### config.mk
export PLATFORM = sky130hd
export DESIGN_NAME = rf_write_arbiter
export DESIGN_NICKNAME = d
export VERILOG_FILES = /design/src/rtl/rf_write_arbiter.sv
export SDC_FILE = /design/constraint.sdc
export NUM_CORES = 1
export LEC_CHECK = 0
export ABC_AREA = 1
export CAP_MARGIN = 10
export CELL_PAD_IN_SITES_DETAIL_PLACEMENT = 1
export CELL_PAD_IN_SITES_GLOBAL_PLACEMENT = 2
export CORE_ASPECT_RATIO = 1.4
export CORE_MARGIN = 3
export CORE_UTILIZATION = 22
export CTS_BUF_LIST = sky130_fd_sc_hd__clkbuf_16
export DETAILED_ROUTE_END_ITERATION = 10
export MAX_ROUTING_LAYER = met4
export PLACE_DENSITY = 0.84
export SYNTH_ARGS = -nofsm -noshare
export SYNTH_HDL_FRONTEND = slang
export SYNTH_SLANG_ARGS = --single-unit
### constraint.sdc
create_clock -name clk -period 2.2 [get_ports clk]
set_clock_uncertainty 0.15 [all_clocks]
set_input_delay 0.44 -clock clk [delete_from_list [all_inputs] [get_ports clk]]
set_output_delay 0.44 -clock clk [all_outputs]
set_load 0.1 [all_outputs]
### src/rtl/rf_write_arbiter.sv
// Two-requester register-file write arbiter with round-robin tie-break,
// a registered write port, a pending-write scoreboard and a saturating conflict counter.
module rf_write_arbiter (
    input  logic        clk,
    input  logic        n_rst,
    input  logic        req0_valid,
    input  logic [4:0]  req0_wsel,
    input  logic [31:0] req0_wdat,
    output logic        req0_ready,
    input  logic        req1_valid,
    input  logic [4:0]  req1_wsel,
    input  logic [31:0] req1_wdat,
    output logic        req1_ready,
    input  logic        rsv_en,
    input  logic [4:0]  rsv_sel,
    input  logic        flush,
    output logic [31:0] busy,
    output logic        rf_WEN,
    output logic [4:0]  rf_wsel,
    output logic [31:0] rf_wdat,
    output logic [15:0] conflict_cnt
);

    typedef enum logic {
        GRANT_REQ0 = 1'b0,
        GRANT_REQ1 = 1'b1
    } grant_e;

    grant_e      last_grant_q, last_grant_d;
    logic        rf_wen_q, rf_wen_d;
    logic [4:0]  rf_wsel_q, rf_wsel_d;
    logic [31:0] rf_wdat_q, rf_wdat_d;
    logic [31:0] busy_q, busy_d;
    logic [15:0] conflict_cnt_q, conflict_cnt_d;

    logic        grant0;
    logic        grant1;
    logic        wr_any;
    logic [4:0]  wr_sel;
    logic [31:0] wr_dat;

    // Grants are suppressed during reset so an in-flight request is never accepted.
    always_comb begin
        grant0 = 1'b0;
        grant1 = 1'b0;
        if (!n_rst) begin
            if (req0_valid && req1_valid) begin
                if (last_grant_q == GRANT_REQ1) begin
                    grant0 = 1'b1;
                end else begin
                    grant1 = 1'b1;
                end
            end else begin
                grant0 = req0_valid;
                grant1 = req1_valid;
            end
        end
    end

    assign wr_any = grant0 | grant1;
    assign wr_sel = grant1 ? req1_wsel : req0_wsel;
    assign wr_dat = grant1 ? req1_wdat : req0_wdat;

    always_comb begin
        last_grant_d   = last_grant_q;
        rf_wen_d       = 1'b0;
        rf_wsel_d      = rf_wsel_q;
        rf_wdat_d      = rf_wdat_q;
        busy_d         = busy_q;
        conflict_cnt_d = conflict_cnt_q;

        if (grant0) begin
            last_grant_d = GRANT_REQ0;
        end else if (grant1) begin
            last_grant_d = GRANT_REQ1;
        end

        if (wr_any) begin
            rf_wen_d  = (wr_sel != 5'd0);
            rf_wsel_d = wr_sel;
            rf_wdat_d = wr_dat;
            busy_d[wr_sel] = 1'b0;
        end

        // Ordering gives the reservation priority over a same-cycle clear, and flush over both.
        if (rsv_en && (rsv_sel != 5'd0)) begin
            busy_d[rsv_sel] = 1'b1;
        end
        if (flush) begin
            busy_d = '0;
        end
        busy_d[0] = 1'b0;

        if (req0_valid && req1_valid && (conflict_cnt_q != 16'hFFFF)) begin
            conflict_cnt_d = conflict_cnt_q + 16'd1;
        end
    end

    always_ff @(posedge clk) begin
        if (n_rst) begin
            last_grant_q   <= GRANT_REQ1;
            rf_wen_q       <= 1'b0;
            rf_wsel_q      <= '0;
            rf_wdat_q      <= '0;
            busy_q         <= '0;
            conflict_cnt_q <= '0;
        end else begin
            last_grant_q   <= last_grant_d;
            rf_wen_q       <= rf_wen_d;
            rf_wsel_q      <= rf_wsel_d;
            rf_wdat_q      <= rf_wdat_d;
            busy_q         <= busy_d;
            conflict_cnt_q <= conflict_cnt_d;
        end
    end

    assign req0_ready   = grant0;
    assign req1_ready   = grant1;
    assign busy         = busy_q;
    assign rf_WEN       = rf_wen_q;
    assign rf_wsel      = rf_wsel_q;
    assign rf_wdat      = rf_wdat_q;
    assign conflict_cnt = conflict_cnt_q;

endmodule

Word-level counts from Yosys, hierarchy flattened
Index checks and enable logic that the tools add are counted.
W data, S select, Z words.
{"block": "word_totals", "input_bits": 85, "elab_cells": 44, "regBits": 87}
{"block": "classes", "magnitude_cmp": 4, "n_mux": 16, "n_addsub": 1, "n_bitwise": 5, "reduce_logical": 10, "n_eq_ne": 1}
{"cell": "$mux W32", "n": 3}
{"cell": "$and A32 B32 Y32", "n": 1}
{"cell": "$not A32 Y32", "n": 1}
{"cell": "$or A32 B32 Y32", "n": 1}
{"cell": "$add A16 B1 Y16 const B", "n": 1}
{"cell": "$ne A16 B16 Y1 const B", "n": 1}
{"cell": "$lt A5 B6 Y1 const B", "n": 2}
{"cell": "$demux W1 S5", "n": 2}
{"cell": "$ge A5 B1 Y1 const B", "n": 2}
{"cell": "$mux W1", "n": 10}
{"cell": "$reduce_bool A5 Y1", "n": 2}
{"cell": "$logic_and A1 B1 Y1", "n": 5}
{"cell": "$mux W5", "n": 1}
{"cell": "$reduce_or A2 Y1", "n": 2}
{"cell": "$reduce_bool A2 Y1", "n": 1}
{"cell": "$not A1 Y1", "n": 1}
{"cell": "$or A1 B1 Y1", "n": 1}

Logic depth before layout (Yosys ltp)
{"block": "logic_depth", "ltp_word": 13, "mapped_depth": 10, "ltp_nobuf": 9}

Least setup slack after synthesis
OpenSTA, ideal clock, no wires.
{"block": "synth_path", "kind": "register -> register", "from": "register conflict_cnt_q[0], in the netlist conflict_cnt[0]", "to": "register conflict_cnt_q[9], in the netlist conflict_cnt[9]", "setup_time_ns": 0.070, "path_stages_with_launch": 10, "path_slack_ns": -0.282, "arrival_ns": 2.262, "cell_sequence": "dfxtp_1 -> ha_1 -> nand3_2 -> nor2_2 -> nand3_2 -> nand2_2 -> buf_6 -> buf_12 -> nand2_1 -> a21oi_2"}
{"block": "synth_between", "elab_chain_len": 2, "elab_cells_between_ends": 3, "cone_classes": "add/sub (1); eq/ne (1); reduce/logical (1)"}
{"element": "start: declaration", "line": "34", "text": "logic [15:0] conflict_cnt_q, conflict_cnt_d;"}
{"element": "start signal: assignment", "line": "113", "text": "conflict_cnt_q <= conflict_cnt_d;"}
{"element": "parallel branches: the longest is 2 deep, another holds $add A16 B1 Y16"}
Parallel ways; which one is timed is not known.
A chain may end at the register's enable or synchronous reset.

Worst setup path after layout
{"block": "layout_path", "from": "register conflict_cnt_q[0], in the netlist conflict_cnt[0]", "to": "register conflict_cnt_q[15], in the netlist conflict_cnt[15]"}
The elaborated chain is that of the path after synthesis.

==> impl_metrics.tcl <==
set metrics [dict create \
    status "finished clean" \
    detailed_place_hpwl_mm 12.2 \
    worst_hold_path_type "input port to flip-flop" \
    hold_violations 0 \
    post_drt_wl_per_cell_um 15.7 \
    yosysTopAreaCell "dfxtp_1" \
    drt_first_pass_iters 4 \
    cpLargestDelayFamily "simple AND/OR/NAND/NOR gates" \
    grt_util_met1_pct 18.4 \
    drive_above_1_share_pct 24.3 \
    total_power_uw 4250 \
    root_buffer "clkbuf_16" \
    synthTopCellsByCount "nand2_1, dfxtp_1, a21oi_1" \
    fin_crit_sh_pct 87.8 \
    ios 173 \
    worstSetupEndpointType "flip-flop" \
    drv_cap 0 \
    timing.fmax_ghz 0.517 \
    reg2reg_depth 8 \
    num-fill-cells 2214 \
    synth_top_area_share_pct 42.3 \
    syn_nets 670 \
    crit_buf_inv 1 \
    postCtsHoldBufs 0 \
    place_congestion 0.792 \
    cp_data_required_time_ps 2250 \
    die_h_um 167 \
    h-tree-depth 3 \
    io_buffers 171 \
    path_common_cell "nand3_2" \
    area_delta_synth_final_pct 56.9 \
    post-route-drc-count 0 \
    ys_async_sr_fraction_pct 0 \
    gr-usage-met3_pct 3.33 \
    cp_slowest_cell "dfxtp_2" \
    cts_tree "built" \
    grt_overflow 0 \
    die_w_um 121 \
    worst-path-stages 8 \
    num_rows 58 \
    synth-edff-count 0 \
    fin_crit_ps 1930 \
    power.density_mw_per_mm2 665 \
    vias_per_cell 4.39 \
    critPathLaunchType "flip-flop" \
    setup_ws_ps 267 \
    clk_pin_slew_worst_paths_ps 60 \
    core_mm2 0.0181 \
    grt_pass1_vias 4631 \
    top_usage_layer "met2" \
    fin_util_pct 35.3 \
    start_util_pct 22.5 \
    avgSynthCellArea_um2 6.97 \
    ant_nets 0 \
    cp-startpoint "conflict_cnt[0]$_SDFFE_PP0P_" \
    vdd_drop_max_v 0.000452 \
    hold_depth 3 \
    cp_max_fo 10 \
    grt_max_degree 48 \
    max_slew_margin_pct 59.6 \
    synth_area_leaders "dfxtp_1, nand2_1, a31oi_1" \
    track_usage_pct 16.4 \
    placed_cell_area_mm2 0.00607 \
    finalMaxSlewViolations 0 \
    cts_max_path_buffers 2 \
    yosysSeqAreaShare_pct 42.3 \
    synthDistinctLibCells 32 \
    yosys_warnings 0 \
    syn_inst 584 \
    die-area_mm2 0.0202 \
    num_vias 4473 \
    dpl_worst_slack_ps -192 \
    antenna_found_initial 1 \
    grt_pass1_wl_mm 25.5 \
    grt_setup_unrepaired "no" \
    setup_viol 0 \
    use_met2_pct 28.4 \
    design_area_mm2 0.00639 \
    clkLatencyLatePin_ps 350 \
    syn_area_mm2 0.00407 \
    nets 858 \
    ys_dominant_reg_cell "dfxtp_1" \
    cts_made_buffers 9 \
    wl_mm 16.0 \
    clock_sinks 86 \
    min_from "n_rst" \
    path_cells "ha_1, nand3_2, nor2_2, nand3_2, nand2_2, clkinvlp_4, nand2_1, a21oi_1" \
    worst_pin_slew_ps 606 \
    leakage_uw 0.00250 \
    synth.most_common_cell "nand2_1" \
    ys_ff_latch 86 \
    drt_iter0_markers 154 \
    crit_type "flip-flop to flip-flop" \
    crit_arrival_ps 1980 \
    critical-path-max-stage-delay_ps 390 \
    r2r_start "conflict_cnt[0]$_SDFFE_PP0P_" \
]
[worst min-delay path: stages]
cell	delay, ps
buf_2	110
inv_2	60
o211ai_1	90
[metrics by stage]
step / TNS (ps) / std cells / hold WS, ps
2_1_floorplan: 0 / 584 / 332
3_3_place_gp: -4680 / 1000 / 300
3_5_place_dp: -6910 / 1000 / 308
4_1_cts: 0 / 1017 / 238
5_1_grt: 0 / 1018 / 266
6_report: 0 / 1018 / 249
[cell usage in the layout, fill, tap and decap left out, types with 2 or more instances in the layout]
cell / n
a21oi_2: 6
nor2_2: 10
nand2_2: 14
buf_12: 10
nand4_1: 10
clkdlybuf4s50_1: 81
xor2_1: 8
o21ai_0: 9
clkinvlp_4: 3
a21oi_1: 40
inv_2: 5
nor2_1: 24
dfxtp_1: 78
clkbuf_16: 9
xnor2_1: 2
clkinv_4: 2
nand3_1: 7
nand2_1: 251
a31oi_1: 33
nand3_2: 4
nor2_4: 4
inv_1: 30
buf_4: 107
dfxtp_2: 8
nor3_1: 9
[where the power goes]
| part | switching [uW] | leakage [uW] | internal, uW |
|---|---|---|---|
| combinational | 707 | 0.00166 | 321 |
| clock | 691 | 0.000143 | 885 |
| sequential | 31.0 | 0.000704 | 1610 |
[registers in the layout, indices dropped and copies added (netlist names)]
register and count:
rf_WEN 1, rf_wsel 5, busy 31, conflict_cnt 16, rf_wdat 32, last_grant_q 1
[kinds of logic after synthesis]
group                    synth area share (%)
flip-flops                               42.3
AO/OA/AOI/OAI                            13.0
adder cells (fa/ha/maj)                 0.307
buffers and inverters                    6.95
other                                  0.0921
AND/OR/NAND/NOR                          35.2
XOR/XNOR                                 2.15
[timing repair]
| action | CTS | global route |
|---|---|---|
| resized for setup | 3 | 3 |
| endpoints found under the setup margin | 1 | 7 |
| setup buffers | 1 | 0 |
[routing by layer]
layer | wire length [um] | part of all wire (%)
met1 | 6540 | 41
met2 | 8220 | 51
met3 | 828 | 5.2
met4 | 391 | 2.4
met5 | 0 | 0
[path summary, 6_finish.rpt]
path | slack [ps] | end
worst min-delay path | 250 | last_grant_q$_SDFFE_PP1N_
worst min register to register | 310 | busy[14]$_SDFF_PP0_
worst max-delay path | 270 | conflict_cnt[15]$_SDFFE_PP0P_
worst max register to register | 270 | conflict_cnt[15]$_SDFFE_PP0P_
[layout make-up]
| class | instances | area, um2 | area share [%] |
|---|---|---|---|
| Clock inverter | 7 | 75.1 | 1.18 |
| Multi-Input combinational cell | 438 | 2070 | 32.4 |
| Sequential cell | 86 | 1730 | 27.1 |
| Inverter | 36 | 141 | 2.21 |
| Timing Repair Buffer | 201 | 1840 | 28.8 |
| Tap cell | 240 | 300 | 4.70 |
| Antenna cell | 1 | 2.50 | 0.0392 |
| Clock buffer | 9 | 225 | 3.53 |
Note: power is estimated with default switching activity, not from simulation.
